**config.mk**
```make
export PLATFORM = sky130hd
export DESIGN_NAME = fetch_stage
export DESIGN_NICKNAME = d
export VERILOG_FILES = /design/src/rtl/fetch_stage_pkg.sv /design/src/rtl/fetch_stage_pc_mux.sv /design/src/rtl/fetch_stage.sv
export SDC_FILE = /design/constraint.sdc
export NUM_CORES = 1
export LEC_CHECK = 0
export CORE_MARGIN = 2
export CORE_UTILIZATION = 43
export CTS_CLUSTER_SIZE = 8
export DETAILED_ROUTE_END_ITERATION = 8
export PLACE_DENSITY = 0.78
export SKIP_CTS_REPAIR_TIMING = 1
export SKIP_LAST_GASP = 1
export SYNTH_ARGS = -nofsm -noshare
export SYNTH_HDL_FRONTEND = slang
export SYNTH_HIERARCHICAL = 1
export SYNTH_SLANG_ARGS = --single-unit
export TNS_END_PERCENT = 1
```
**constraint.sdc**
```tcl
create_clock -name CLK -period 6.2 [get_ports CLK]
set_input_delay 0.93 -clock CLK [delete_from_list [all_inputs] [get_ports CLK]]
set_output_delay 0.93 -clock CLK [all_outputs]
set_load 0.01 [all_outputs]
```
**src/rtl/fetch_stage_pkg.sv**
```systemverilog
// Shared definitions for the instruction-fetch stage: opcodes, FSM encoding, reset PC.
package fetch_stage_pkg;

   localparam logic [6:0]  BRANCH = 7'b1100011;
   localparam logic [6:0]  JALR   = 7'b1100111;
   localparam logic [6:0]  SYSTEM = 7'b1110011;

   localparam logic [63:0] DEFAULT_RESET_PC = 64'h0000_0000_0000_0000;

   typedef enum logic [1:0] {
      FETCH   = 2'd0,
      BR_WAIT = 2'd1,
      HOLD    = 2'd2
   } fetch_state_t;

   function automatic logic is_branch(input logic [31:0] ir);
      return ir[6:0] == BRANCH;
   endfunction

endpackage

```
**src/rtl/fetch_stage_pc_mux.sv**
```systemverilog
// Next-PC select for fetch (trap > branch resolve > increment > hold) with redirect alignment check.
module fetch_pc_mux #(
   parameter int XLEN = 64
) (
   input  logic [XLEN-1:0] pc,
   input  logic            trap,
   input  logic [XLEN-1:0] trap_vec,
   input  logic            br_resolve,
   input  logic            br_taken,
   input  logic [XLEN-1:0] br_target,
   input  logic            advance,
   output logic [XLEN-1:0] next_pc,
   output logic [XLEN-1:0] pc_plus4,
   output logic            redirect,
   output logic            misalign
);

   always_comb begin
      pc_plus4 = pc + XLEN'(4);
      next_pc  = pc;
      redirect = 1'b0;
      if (trap) begin
         next_pc  = trap_vec;
         redirect = 1'b1;
      end else if (br_resolve && br_taken) begin
         next_pc  = br_target;
         redirect = 1'b1;
      end else if (advance) begin
         next_pc  = pc_plus4;
      end
      // Only meaningful when redirect is set; non-taken resolves keep PC (already branch PC+4).
      misalign = next_pc[1:0] != 2'b00;
   end

endmodule

```
**src/rtl/fetch_stage.sv**
```systemverilog
// Instruction-fetch stage: owns the PC, issues IMEM requests and loads the DE latches for decode.
module fetch_stage
   import fetch_stage_pkg::*;
#(
   parameter int             XLEN     = 64,
   parameter logic [XLEN-1:0] RESET_PC = XLEN'(DEFAULT_RESET_PC)
) (
   input  logic            CLK,
   input  logic            RESET,
   output logic            IMEM_REQ,
   output logic [XLEN-1:0] IMEM_ADDR,
   input  logic            IMEM_RDY,
   input  logic [31:0]     IMEM_DATA,
   input  logic            V_MEM_STALL,
   input  logic            V_DE_BR_STALL,
   input  logic            BR_RESOLVE,
   input  logic            BR_TAKEN,
   input  logic [XLEN-1:0] BR_TARGET,
   input  logic            DE_CS,
   input  logic [XLEN-1:0] DE_MTVEC,
   output logic [XLEN-1:0] DE_NPC,
   output logic [31:0]     DE_IR,
   output logic            DE_V,
   output logic            FETCH_MISALIGN
);

   fetch_state_t    state, state_nxt;
   logic [XLEN-1:0] pc, next_pc, pc_plus4;
   logic [31:0]     hold_ir, load_word;
   logic            misalign_q, redirect, tgt_misalign;
   logic            load_de, capture_hold, bubble, br_res_v;

   // Combinational gate on RESET keeps the request low for the whole reset window.
   assign IMEM_REQ       = !RESET && (state == FETCH) && !misalign_q;
   assign IMEM_ADDR      = pc;
   assign FETCH_MISALIGN = misalign_q;

   always_ff @(posedge CLK or posedge RESET) begin
      if (RESET) state <= FETCH;
      else       state <= state_nxt;
   end

   always_comb begin
      state_nxt    = state;
      load_de      = 1'b0;
      load_word    = IMEM_DATA;
      capture_hold = 1'b0;
      bubble       = 1'b0;
      br_res_v     = 1'b0;
      if (DE_CS) begin
         state_nxt = FETCH;
         bubble    = 1'b1;
      end else begin
         case (state)
            FETCH: begin
               if (misalign_q) begin
                  bubble = 1'b1;
               end else if (IMEM_RDY) begin
                  if (V_MEM_STALL) begin
                     capture_hold = 1'b1;
                     state_nxt    = HOLD;
                  end else begin
                     load_de   = 1'b1;
                     state_nxt = is_branch(IMEM_DATA) ? BR_WAIT : FETCH;
                  end
               end else if (!V_MEM_STALL) begin
                  bubble = 1'b1;
               end
            end
            HOLD: begin
               if (!V_MEM_STALL) begin
                  load_de   = 1'b1;
                  load_word = hold_ir;
                  state_nxt = is_branch(hold_ir) ? BR_WAIT : FETCH;
               end
            end
            BR_WAIT: begin
               if (!V_MEM_STALL) bubble = 1'b1;
               if (BR_RESOLVE) begin
                  br_res_v  = 1'b1;
                  state_nxt = FETCH;
               end
            end
            default: state_nxt = FETCH;
         endcase
      end
   end

   fetch_pc_mux #(.XLEN(XLEN)) u_pc_mux (
      .pc         (pc),
      .trap       (DE_CS),
      .trap_vec   (DE_MTVEC),
      .br_resolve (br_res_v),
      .br_taken   (BR_TAKEN),
      .br_target  (BR_TARGET),
      .advance    (load_de),
      .next_pc    (next_pc),
      .pc_plus4   (pc_plus4),
      .redirect   (redirect),
      .misalign   (tgt_misalign)
   );

   always_ff @(posedge CLK or posedge RESET) begin
      if (RESET) begin
         pc         <= RESET_PC;
         DE_NPC     <= '0;
         DE_IR      <= '0;
         DE_V       <= 1'b0;
         hold_ir    <= '0;
         misalign_q <= 1'b0;
      end else begin
         pc <= next_pc;
         if (load_de) begin
            DE_IR  <= load_word;
            DE_NPC <= pc_plus4;
            DE_V   <= 1'b1;
         end else if (bubble) begin
            DE_V   <= 1'b0;
         end
         if (capture_hold) hold_ir    <= IMEM_DATA;
         if (redirect)     misalign_q <= tgt_misalign;
      end
   end

   // Decode only holds a branch while fetch is waiting on its resolution.
   a_br_stall: assert property (@(posedge CLK) disable iff (RESET)
      V_DE_BR_STALL |-> (state == BR_WAIT));

endmodule

```
==> results by group <==
STA
  • Setup_tns: 0 ns
  • Relative slew slack: 0.150
  • Final setup viols: 0
  • Worst hold slack: 0.476 ns
  • Hold Fails Final Rpt: 0
  • Slew Limit Fails: 0
  • Actual slew at the worst max-slew pin: 1.27 ns
  • Crit share post-route: 0.585
  • Min cycle time layout: 3.63 ns
  • RSZ-0062 raised after global routing: false
  • Skew final: ~0.014 ns
  • Setup WS post-layout: 2.57 ns
  • Fmax: 0.276 GHz

Place
  • RePlAce Congestion: 0.907
  • DP Worst Slack: ~2.2 ns
  • Hpwl dp: 25800 µm
  • PortBufs: 329

Synthesis
  • Yosys top cell by area: dfrtp_1
  • Post-synth EDFFs: 0
  • Yosys warns: 6
  • Asr flop ratio synth: 1.00
  • Most common cell in the netlist: nand2_1
  • Yosys top cell area share: 0.465
  • Yosys reg bits: around 200
  • Mapped Nets: 1362
  • Synth Flop Type: dfrtp_1
  • Cells after synthesis: 1193
  • Sequential share of the synthesized area: 0.465
  • Cell area after synthesis: between 10000 and 15000 µm²
  • Synth cell types: 57
  • Top cells by area, synth: dfrtp_1 (46%), nand2_1 (11%), xnor2_1 (5.3%)
  • Mapped Avg Cell Area: 8.85 µm²
  • Post-synth top cells: nand2_1 (299), dfrtp_1 (196), nor2_1 (130)

Global routing
  • Vias in the first global route: between 9000 and 10000
  • Pin count of the biggest net entering global routing: 161
  • First-pass GRT wire length: 55600 µm
  • Remaining Overflow, GRT: 0
  • Gr usage total: 0.276
  • Antenna violations before repair: 1

Floorplanning
  • IO Pins: approximately 330
  • Die Height: 161 µm
  • Site Rows: 57
  • Die area: 25800 µm²
  • Initial Util: 0.435
  • Core area: 24200 µm²
  • Die width: around 160 µm

Worst setup path
  • Type of origin of the critical path: input port
  • Kind of critical path: in2reg
  • Critical Path, Cell by Cell: clkdlybuf4s50_1, nor3_1, o21ai_4, inv_4, nand2_1, or4_1, nor4_1, xnor2_1, o221ai_1
  • Worst Path Max Fanout: 62
  • Kind of end point of the critical path: register
  • Crit path largest cell delay: between 0.6 and 0.7 ns
  • Worst path slowest cell: or4_1
  • Arrival time at the worst endpoint: 3.91 ns
  • CP required: 6.48 ns

Power
  • Peak supply drop: 148 µV
  • Tot Pwr: 4360 µW
  • Leak pwr: 0.00625 µW
  • Pwr dens: 298 nW/µm²

Drt
  • WL per Instance: 19.9 µm
  • Number of DRC markers in iteration 0: 1127
  • Post-detailed-route count of antenna-violating nets: 0
  • DR vias: 10100
  • DRT Wirelength: 35900 µm
  • DR pass1 iterations: 5
  • # DRC: 0
  • Routed vias/inst: 5.57

Clock tree
  • Clock Latency Late Sink: 0.44 ns
  • Clk slew on worst S/H paths: 0.08 ns
  • Clk buf depth: 2
  • TritonCTS clock tree: yes
  • Htree depth: 4
  • Clk root buf: clkbuf_16
  • CTS buffer count: 17
  • Clock Sinks: 196

Run
  • Max Cap Viol: 0

Cells and area
  • Fill cell count: approximately 2100
  • Area Overhead vs Synth: 38.5%
  • Layout cell share with drive strength beyond 1: 0.0641
  • Nets: around 1600

Min path
  • Hold Path Class: reg2reg

Outcome
  • Outcome: finished, final reports clean
-- final cells by class --
cell class	instances	area [µm²]	area share
Clock inverter	15	196	0.0134
Multi-Input combinational cell	891	5210	0.356
Antenna cell	1	2.50	0.000171
Clock buffer	17	425	0.0291
Tap cell	324	405	0.0277
Timing Repair Buffer	338	3370	0.231
Inverter	26	104	0.00710
Sequential cell	196	4900	0.335
-- power by group --
part           leakage, µW  switching, µW  internal [µW]
Combinational      0.00358            575            779
Sequential         0.00237            259           1600
Clock             0.000300            590            557
Total              0.00625           1420           2940
-- final timing paths --
kind	from	endpoint	slack (ns)	cells past startpoint
worst min-delay path	DE_NPC[23]	DE_NPC[23]	0.48	2
worst max-delay path	V_MEM_STALL	IMEM_ADDR[53]	2.57	9
min in group asynchronous	RESET	hold_ir[26]	1.07	2
max in group asynchronous	RESET	IMEM_ADDR[52]	3.79	3
worst min register to register	DE_NPC[23]	DE_NPC[23]	0.48	2
worst max register to register	IMEM_ADDR[14]	DE_NPC[60]	2.72	8
-- critical path: cells and delay by family --
family,cells,cell delay [ns]
AO/OA/AOI/OAI,2,0.26
XOR/XNOR,1,0.18
buffers and inverters,2,1.01
AND/OR/NAND/NOR,4,1.50
-- stage by stage --
stage                      util  instances  cell area [µm²]
after global routing      0.603       1808            14600
after global placement    0.577       1775            14000
after CTS                 0.603       1807            14600
final                     0.603       1808            14600
after floorplan               -       1193            10600
after detailed placement  0.577       1775            14000
-- layout by cell type, fill, tap and decap left out, types with 3 or more instances in the layout --
master	synthesis	final
clkdlybuf4s50_1	0	328
nand2_1	299	298
dfrtp_1	196	196
nor2_1	130	130
xnor2_1	64	64
xor2_1	47	47
nor3_1	45	45
o22ai_1	33	33
nand3_1	33	33
mux2_4	30	30
nand4_1	29	29
o21ai_0	25	25
inv_1	24	23
clkbuf_16	0	17
a21oi_1	16	16
o221ai_1	16	16
mux2i_1	16	16
a221oi_1	14	14
and3_1	13	13
nor4_1	9	9
buf_4	3	9
and4_1	7	7
clkinv_8	0	6
or2_2	6	6
or4_1	6	6
o31ai_1	6	6
or3_1	5	5
inv_6	0	4
nor4_2	4	4
mux2_2	3	3
and2_1	3	3
a311oi_1	3	3
-- kinds of logic after synthesis --
kind of cell / after synthesis / synth area share
DFF: 196 / 0.465
adders and majority gates: 1 / 0.00118
AOI/OAI and AO/OA: 126 / 0.0815
and+or+nand+nor: 604 / 0.256
xor gates and xnor gates: 111 / 0.0921
buffers and inverters: 106 / 0.0433
muxes: 49 / 0.0610
-- flip-flops by register name (all words and copies together) (netlist names) --
signal	cells
hold_ir	32
IMEM_ADDR	64
state	2
DE_IR	32
DE_V	1
FETCH_MISALIGN	1
DE_NPC	64
-- routing by layer --
| metal | vias to the layer above | global-route usage | wire, µm |
|---|---|---|---|
| met2 | 510 | 0.434 | 16500 |
| li1 | 4616 | - | - |
| met1 | 4882 | 0.387 | 15600 |
| met4 | 0 | 0.0820 | 917 |
| met5 | - | 0 | 0 |
| met3 | 57 | 0.0568 | 2970 |
No activity file was read; power rests on OpenSTA's default activity.
